File: src/rtl/uart_pkg.sv
// Shared UART definitions: transmitter state encoding and line-level constants
// common to the transmit and receive sides.
package uart_pkg;

   typedef enum logic [1:0] {
      IDLE  = 2'b00,
      START = 2'b01,
      DATA  = 2'b10,
      STOP  = 2'b11
   } uart_state_e;

   localparam int   UART_DATA_BITS  = 8;
   localparam logic UART_IDLE_LEVEL = 1'b1;

endpackage

File: src/rtl/uart_tx_fifo_mem.sv
// Synchronous byte FIFO for the UART transmitter. Pointers carry an extra wrap
// bit so that full and empty remain distinguishable when the indices match.
module uart_tx_fifo_mem
   import uart_pkg::*;
#(
   parameter int FIFO_DEPTH = 4,
   parameter int PTR_W      = 2
) (
   input  logic                      clk,
   input  logic                      res,
   input  logic                      push,
   input  logic                      pop,
   input  logic [UART_DATA_BITS-1:0] wdata,
   output logic [UART_DATA_BITS-1:0] rdata,
   output logic                      full,
   output logic                      empty,
   output logic [PTR_W:0]            count
);

   logic [UART_DATA_BITS-1:0] mem [FIFO_DEPTH];
   logic [PTR_W:0]            wptr;
   logic [PTR_W:0]            rptr;

   // NOTE: the storage array is deliberately not reset; validity is defined
   // purely by the pointers, so stale contents are never observed.
   always_ff @(posedge clk) begin
      if (push) begin
         mem[wptr[PTR_W-1:0]] <= wdata;
      end
   end

   always_ff @(posedge clk) begin
      if (res) begin
         wptr <= '0;
         rptr <= '0;
      end else begin
         if (push) wptr <= wptr + 1'b1;
         if (pop)  rptr <= rptr + 1'b1;
      end
   end

   assign rdata = mem[rptr[PTR_W-1:0]];
   assign count = wptr - rptr;
   assign empty = (wptr == rptr);
   assign full  = (wptr[PTR_W] != rptr[PTR_W]) &&
                  (wptr[PTR_W-1:0] == rptr[PTR_W-1:0]);

endmodule

File: src/rtl/uart_tx_fifo.sv
// 8N1 UART transmitter fed through a small FIFO. The clock runs at OVERSAMPLE
// times the baud rate; each serial bit is held for exactly OVERSAMPLE clocks.
module uart_tx_fifo
   import uart_pkg::*;
#(
   parameter int OVERSAMPLE = 4,
   parameter int FIFO_DEPTH = 4,
   parameter int PTR_W      = 2
) (
   input  logic                      clk,
   input  logic                      res,
   input  logic [UART_DATA_BITS-1:0] tx_byte,
   input  logic                      tx_valid,
   output logic                      tx_ready,
   output logic                      tx,
   output logic                      busy,
   output logic [PTR_W:0]            fifo_count
);

   localparam int                TICK_W    = $clog2(OVERSAMPLE);
   localparam int                BIDX_W    = $clog2(UART_DATA_BITS);
   localparam logic [TICK_W-1:0] TICK_LAST = TICK_W'(OVERSAMPLE - 1);
   localparam logic [BIDX_W-1:0] BIT_LAST  = BIDX_W'(UART_DATA_BITS - 1);

   uart_state_e               state, state_n;
   logic [TICK_W-1:0]         tick, tick_n;
   logic [BIDX_W-1:0]         bit_idx, bit_idx_n;
   logic [UART_DATA_BITS-1:0] shift, shift_n;
   logic [UART_DATA_BITS-1:0] head;
   logic                      tx_n;
   logic                      push, pop;
   logic                      full, empty;

   assign tx_ready = !full && !res;
   assign push     = tx_valid && tx_ready;
   assign busy     = (state != IDLE) || !empty;

   uart_tx_fifo_mem #(
      .FIFO_DEPTH (FIFO_DEPTH),
      .PTR_W      (PTR_W)
   ) u_fifo (
      .clk   (clk),
      .res   (res),
      .push  (push),
      .pop   (pop),
      .wdata (tx_byte),
      .rdata (head),
      .full  (full),
      .empty (empty),
      .count (fifo_count)
   );

   // NOTE: sequential state uses non-blocking assignments so every register
   // samples the pre-edge values computed by the combinational block.
   always_ff @(posedge clk) begin
      if (res) begin
         state   <= IDLE;
         tick    <= '0;
         bit_idx <= '0;
         shift   <= '0;
         tx      <= UART_IDLE_LEVEL;
      end else begin
         state   <= state_n;
         tick    <= tick_n;
         bit_idx <= bit_idx_n;
         shift   <= shift_n;
         tx      <= tx_n;
      end
   end

   always_comb begin
      // NOTE: every signal assigned here gets a default first, so no path can
      // leave a value unassigned and infer a latch.
      state_n   = state;
      tick_n    = (tick == TICK_LAST) ? '0 : tick + 1'b1;
      bit_idx_n = bit_idx;
      shift_n   = shift;
      tx_n      = tx;
      pop       = 1'b0;

      case (state)
         IDLE: begin
            tick_n = '0;
            if (!empty) begin
               pop     = 1'b1;
               shift_n = head;
               tx_n    = 1'b0;
               state_n = START;
            end else begin
               tx_n = UART_IDLE_LEVEL;
            end
         end
         START: begin
            tx_n = 1'b0;
            if (tick == TICK_LAST) begin
               tx_n      = shift[0];
               bit_idx_n = '0;
               state_n   = DATA;
            end
         end
         DATA: begin
            if (tick == TICK_LAST) begin
               if (bit_idx != BIT_LAST) begin
                  shift_n   = shift >> 1;
                  tx_n      = shift[1];
                  bit_idx_n = bit_idx + 1'b1;
               end else begin
                  tx_n    = UART_IDLE_LEVEL;
                  state_n = STOP;
               end
            end
         end
         STOP: begin
            tx_n = UART_IDLE_LEVEL;
            // Chain straight into the next start bit when more data is queued.
            if (tick == TICK_LAST) begin
               if (!empty) begin
                  pop     = 1'b1;
                  shift_n = head;
                  tx_n    = 1'b0;
                  state_n = START;
               end else begin
                  state_n = IDLE;
               end
            end
         end
         default: state_n = IDLE;
      endcase
   end

endmodule
File: config.mk
export PLATFORM = sky130hd
export DESIGN_NAME = uart_tx_fifo
export DESIGN_NICKNAME = d
export VERILOG_FILES = /design/src/rtl/uart_pkg.sv /design/src/rtl/uart_tx_fifo_mem.sv /design/src/rtl/uart_tx_fifo.sv
export SDC_FILE = /design/constraint.sdc
export NUM_CORES = 1
export LEC_CHECK = 0
export BUFFER_PORTS_ARGS = -buffer_cell sky130_fd_sc_hd__buf_2
export CAP_MARGIN = 5
export CORE_UTILIZATION = 25
export CTS_CLUSTER_DIAMETER = 120
export DETAILED_ROUTE_END_ITERATION = 12
export GPL_TIMING_DRIVEN = 0
export PLACE_DENSITY = 0.51
export SLEW_MARGIN = 20
export SYNTH_ARGS = -nofsm -noshare
export SYNTH_HDL_FRONTEND = slang
export SYNTH_SLANG_ARGS = --single-unit
File: constraint.sdc
create_clock -name clk -period 5.9 [get_ports clk]
set_input_delay 0.295 -clock clk [delete_from_list [all_inputs] [get_ports clk]]
set_output_delay 0.295 -clock clk [all_outputs]
set_load 0.05 [all_outputs]
# ---- Yosys cells after proc, flatten, opt, wreduce, memory -nomap -nowiden
# Memory sizes are Yosys's and may differ from the RTL's. A register that Yosys moved wholly into a read port is not among the register bits.
# Index checks and enable logic that the tools add are counted.
dict set report classes {
  reduce_logical 15
  eq_ne 14
  addsub 5
  muxes 29
}
# cell count
set op_table {}
lappend op_table {{$mux 8} 4}
lappend op_table {{$pmux 8 s3} 1}
lappend op_table {{$mux 2} 7}
lappend op_table {{$ne 2x2->1 const B} 6}
lappend op_table {{$mux 1} 10}
lappend op_table {{$add 3x1->3 const B} 3}
lappend op_table {{$mux 3} 3}
lappend op_table {{$pmux 2 s4} 1}
lappend op_table {{$reduce_and 4->1} 2}
lappend op_table {{$eq 2x2->1 const B} 3}
lappend op_table {{$pmux 3 s2} 1}
lappend op_table {{$reduce_and 5->1} 1}
lappend op_table {{$pmux 1 s4} 1}
lappend op_table {{$reduce_bool 2->1} 2}
lappend op_table {{$eq 3x3->1} 1}
lappend op_table {{$logic_and 1x1->1} 3}
lappend op_table {{$logic_not 1->1} 3}
lappend op_table {{$ne 3x3->1 const B} 1}
lappend op_table {{$reduce_bool 3->1} 1}
lappend op_table {{$reduce_or 3->1} 1}
lappend op_table {{$sub 3x3->3} 1}
lappend op_table {{$add 2x1->2 const B} 1}
lappend op_table {{$eq 2x1->1 const B} 1}
lappend op_table {{$eq 2x2->1} 1}
lappend op_table {{4 further kinds} 4}
dict set report totals {
  out_inout_bits 6
  regBits 22
  n_memories 1
  elab_cells 71
  ramBits 32
  input_bits 11
}
# memory depth width read_ports rd_ports_with_merged_regs write_ports line
set mem_list {}
lappend mem_list {u_fifo.mem 4 8 1 1 1 uart_tx_fifo_mem.sv:20} ;# logic [UART_DATA_BITS-1:0] mem [FIFO_DEPTH];

# ---- Longest topological paths before layout
dict set report logic_depth {
  depth_word 7
  depth_mapped 7
  ltp_nobuf 6
}

# ---- Cells and area by module
# From an unflattened synthesis, not the netlist that was laid out.
dict set report unflattened {
  hier_cells 202
  area_unflattened_um2 2595.0
}
# module instances cells_per_inst area_per_inst_um2 seq_area_each_um2
set by_module_without_submodules {}
lappend by_module_without_submodules {uart_tx_fifo_mem 1 88 1606.5 1121.1}
lappend by_module_without_submodules {uart_tx_fifo 1 114 988.4 320.3}

# ---- Least setup slack after synthesis
# No wires, ideal clock.
dict set report synth_timing {
  path_type {register -> output}
  start {reg u_fifo.wptr[0]}
  end {out fifo_count[2]}
  arrival_ns 1.856
  required_ns 5.605
  setup_slack_ns 3.749
  n_path_buf 0
  path_stages_with_launch 5
  cell_sequence {dfxtp_1 -> inv_1 -> ha_1 -> fa_1 -> xnor2_1}
}
dict set report synth_via {
  elab_chain_len 1
}
# element line
set synth_lines {}
lappend synth_lines {{start: declaration} uart_tx_fifo_mem.sv:21} ;# logic [PTR_W:0] wptr;
lappend synth_lines {{start signal: assignment} uart_tx_fifo_mem.sv:37} ;# if (push) wptr <= wptr + 1'b1;
lappend synth_lines {{$sub 3x3->3} uart_tx_fifo_mem.sv:43} ;# assign count = wptr - rptr;
lappend synth_lines {{end: declaration} uart_tx_fifo.sv:17} ;# output logic [PTR_W:0] fifo_count
# Every way passes these cells.

# ---- Worst setup path after layout
dict set report layout_timing {
  start {reg u_fifo.wptr[0]}
  end {mem u_fifo.mem[3][7] (enable)}
}
dict set report layout_via {
  elab_chain_len 7
}
# element line
set layout_lines {}
lappend layout_lines {{$eq 2x2->1} uart_tx_fifo_mem.sv:46} ;# (wptr[PTR_W-1:0] == rptr[PTR_W-1:0]);
lappend layout_lines {{$logic_and 1x1->1} uart_tx_fifo_mem.sv:45} ;# assign full = (wptr[PTR_W] != rptr[PTR_W]) &&
lappend layout_lines {{$logic_not 1->1} uart_tx_fifo.sv:34} ;# assign tx_ready = !full && !res;
lappend layout_lines {{$logic_and 1x1->1} uart_tx_fifo.sv:34}
lappend layout_lines {{$logic_and 1x1->1} uart_tx_fifo.sv:35} ;# assign push = tx_valid && tx_ready;
lappend layout_lines {{$mux 1} uart_tx_fifo_mem.sv:27} ;# if (push) begin
lappend layout_lines {{$mux 1 (implied by the code)} uart_tx_fifo_mem.sv:28} ;# mem[wptr[PTR_W-1:0]] <= wdata;
lappend layout_lines {{end: declaration} uart_tx_fifo_mem.sv:20}
# Parallel ways exist; a longest one is shown, timed or not.

==> impl_summary.txt <==
----------------------------------------------------
[Hold path]
  Worst hold stages ... 1
  Worst min-delay path category ... in2reg

[Critical path]
  Required @ worst endpoint ... 5.90 ns
  Critical path destination ... u_fifo.mem[3][7]
  Signal arrival time at the worst endpoint ... roughly 2.2 ns
  Critical Setup Path Class ... reg2reg
  Stages on worst setup path ... 4
  CP Launch Type ... flop
  Depth of the most critical reg-to-reg path ... 4
  Crit-path slowest cell ... sky130_fd_sc_hd__a311oi_2
  FF-to-FF setup slack ... 3.66 ns
  Critical path startpoint ... u_fifo.wptr[0]
  Source of the worst register-to-register timing path ... u_fifo.wptr[0]
  Endpoint of the most critical register-to-register path ... u_fifo.mem[3][7]
  CP delay by family, top ... compound AO/OA/AOI/OAI gates
  Setup crit end kind ... flop
  Critical Path, Cell by Cell ... inv_1, ha_1, a311oi_2, and2_2
  CP max stage delay ... around 0.62 ns
  Crit path buffers/inverters ... 1
  Maximum net fanout on the critical path ... 9

[Floorplan]
  Area of the die ... 10,600 um^2
  Width of the die ... just over 100 um
  Die Ht ... 103 um
  I/O pin cnt ... 17
  Cell Rows ... 36
  Area of the core ... roughly 9800 um^2
  Initial Utilization ... a little over a quarter

[CTS]
  CTS tree ... built
  Post-CTS resize count ... 0
  Largest buffer count on any clock path ... 2
  Post-CTS setup buffer count ... 0
  Htree depth ... 2
  Cts hold-fix bufs ... 0
  Clock-pin slew of the registers on the worst-case setup and hold paths ... 0.10 ns
  CTS Buf Count ... 5
  Clock Sinks ... 56
  Clk root buf ... sky130_fd_sc_hd__clkbuf_8
  Clock latency on the worst-skew pair ... 0.31 ns

[Flow run]
  Number of maximum-capacitance violations ... 0

[Final layout]
  Fraction of layout instances using a drive strength above 1 ... approximately a fifth
  Number of inserted filler cells in the final layout ... between 1k and 1.5k
  Final layout net count ... 253
  Count of inserted antenna diode cells ... 0
  Area Overhead vs Synth ... 13.0%
  Non-filler instance count after layout ... 360

[Timing]
  Remaining max-slew budget at the tightest pin ... between 50% and 60%
  Setup repair after global routing missed its margin ... false
  Clock period minus worst slack ... 2.24 ns
  Worst hold-check slack ... 0.197 ns
  Peak clock frequency supported by timing ... between 400 and 500 MHz
  Worst-Margin Slew ... between 0.6 and 0.7 ns
  Post-route clock skew ... 0.00607 ns
  Sum of negative setup slack ... 0 ns
  Pins Over Slew Limit ... 0
  Hold violation total from the final report ... 0
  Portion of the clock cycle consumed by the worst path in the final layout ... 38.0%
  Setup violation total in the final timing report ... 0

[Logic synthesis]
  Simple-gate portion of the synthesized area ... 8.57%
  Post-synth top flop ... sky130_fd_sc_hd__edfxtp_1
  Leading cell types by total area after synthesis ... sky130_fd_sc_hd__edfxtp_1, sky130_fd_sc_hd__dfxtp_1, sky130_fd_sc_hd__ha_1
  Part of the Yosys area used for sequential elements ... about 56%
  Proportion of register bits with asynchronous set or reset after synthesis ... 0%
  Commonest cells in the netlist ... sky130_fd_sc_hd__edfxtp_1, sky130_fd_sc_hd__dfxtp_1, sky130_fd_sc_hd__nor2_1
  EDFF count, synth ... 32
  Cell taking the most area after synthesis ... sky130_fd_sc_hd__edfxtp_1
  Post-synthesis instance area ... 2550 um^2
  Post-synth cell types ... roughly 40
  Proportion of netlist area held by the largest area contributor ... 37.6%
  Number of nets in the synthesized netlist ... around 230
  Most frequently used cell type in the post-synthesis netlist ... sky130_fd_sc_hd__edfxtp_1
  Yosys synthesis warning count ... 0
  Mean area per synthesized cell ... 12.5 um^2
  Post-synthesis adder-cell area fraction ... 8.13%
  Multiplexer share of the synthesized area ... 7.20%
  Syn Inst Count ... 204
  Area share of xor/xnor cells in the synthesized design ... 1.71%
  Flip-flop and latch count after synthesis ... 56
  Complex-gate fraction of the synthesized area ... 14.8%
  Main combinational cell family by area after synthesis ... compound AO/OA/AOI/OAI gates

[Detailed routing]
  Number of violations reported at the end of detailed-routing iteration 0 ... 87
  Total length of routed wires ... 4.89 mm
  DRC violation count after routing ... 0
  Number of vias per cell after detailed routing ... about 4.5
  Wire per inst ... 13.6 um
  Via Count ... 1,634
  Pre-antenna DRT Iters ... 5
  Number of nets with antenna violations after routing ... 0

[Global routing]
  Largest net degree at the start of global routing ... 19
  Via count of the first global-routing pass ... 1,662
  Routing layer with the top usage in global route ... met2
  GR Layer Usage met2 ... 16.5%
  M3 GR Usage ... 2.92%
  Wire length of the first global-routing pass ... 8.27 mm
  Number of antenna violations at the first check in global routing ... 0
  Met1 Usage GRT ... 14.0%
  Leftover overflow at the end of global routing ... 0
  GR Util All Layers ... 10.5%

[Power and ir drop]
  Total power draw ... 1.18 mW
  Peak supply drop ... 177 uV
  Leakage power ... 1.02 nW
  Power per standard cell area ... 409 nW/um^2

[Place]
  Last weighted congestion value of the routability-driven placer ... ~0.76
  Detail Placement HPWL ... 3.56 mm
  Number of instances in the placed design ... 352
  Number of I/O port buffers ... 15

[Status]
  Status ... finished clean

----------------------------------------------------
final cells by class:
class / instances / area, um^2 / share of cell area (%)
sequential: 56 / 1440 / 49.9
multi-input combinational: 130 / 1030 / 35.8
tap: 133 / 166 / 5.77
timing repair buffer: 15 / 75.1 / 2.60
clock buffer: 5 / 68.8 / 2.38
buffer: 8 / 43.8 / 1.52
inverter: 10 / 37.5 / 1.30
clock inverter: 3 / 21.3 / 0.737
power breakdown:
group          switching [mW]  internal (mW)
logic                   0.310          0.163
clock network           0.126         0.0846
registers              0.0309          0.467
total                   0.467          0.714
worst min-delay path by stage:
stage | start | endpoint
final | tx_byte[5] | u_fifo.mem[3][5]
after floorplan | tx_byte[0] | u_fifo.mem[0][0]
after global routing | tx_byte[5] | u_fifo.mem[1][5]
after detailed placement | tick[0] | tick[0]
after global placement | tick[0] | tick[0]
after CTS | tx_byte[5] | u_fifo.mem[3][5]
cells in the final DEF, fill, tap and decap left out, drive strengths merged, types with 2 or more instances in the layout:
cell,instances
inv,11
o211ai,2
mux2i,15
a31oi,2
nor2,19
o21ai,11
edfxtp,32
a22oi,10
a311oi,2
a21oi,7
nand3b,3
and2,4
ha,15
nor4,3
nand3,2
dfxtp,24
clkbuf,8
nor2b,2
xnor2,4
nand2,3
a31o,2
a22o,3
buf,20
a221oi,7
nand2b,2
per-layer routing:
layer | routed length, um | up-vias
met2 | 2340 | 20
met1 | 2370 | 802
met5 | 0 | -
li1 | - | 808
met3 | 129 | 4
met4 | 55 | 0
state kept, by name, indices dropped and copies added, names as in the netlist, named ones only:
| signal | count |
|---|---|
| bit_idx | 3 |
| shift | 8 |
| state | 2 |
| tick | 2 |
| tx | 1 |
| u_fifo.mem | 32 |
| u_fifo.rptr | 3 |
| u_fifo.wptr | 3 |
worst register-to-register path, cell delays in order (launching register included):
cell and delay (ns):
sky130_fd_sc_hd__dfxtp_1 0.40, sky130_fd_sc_hd__inv_1 0.11, sky130_fd_sc_hd__ha_1 0.38, sky130_fd_sc_hd__a311oi_2 0.62
sky130_fd_sc_hd__and2_2 0.42
per-stage QoR:
step                instance area (um^2)  util, %  setup WS, ns
floorplan                           2550        -          3.75
global placement                    2800     28.5          3.69
detailed placement                  2800     28.5          3.67
CTS                                 2890     29.4          3.65
global route                        2890     29.4          3.50
finish                              2890     29.4          3.66
cells by family (layout without fill, tap and decap cells):
logic type / after synthesis / count (layout)
mux: 17 / 17
buf+inv: 18 / 41
simple gates: 41 / 41
xor+xnor: 5 / 5
compound gates: 51 / 51
flops: 56 / 56
fa+ha+maj: 16 / 16
Power figures use the tool's default switching activity.
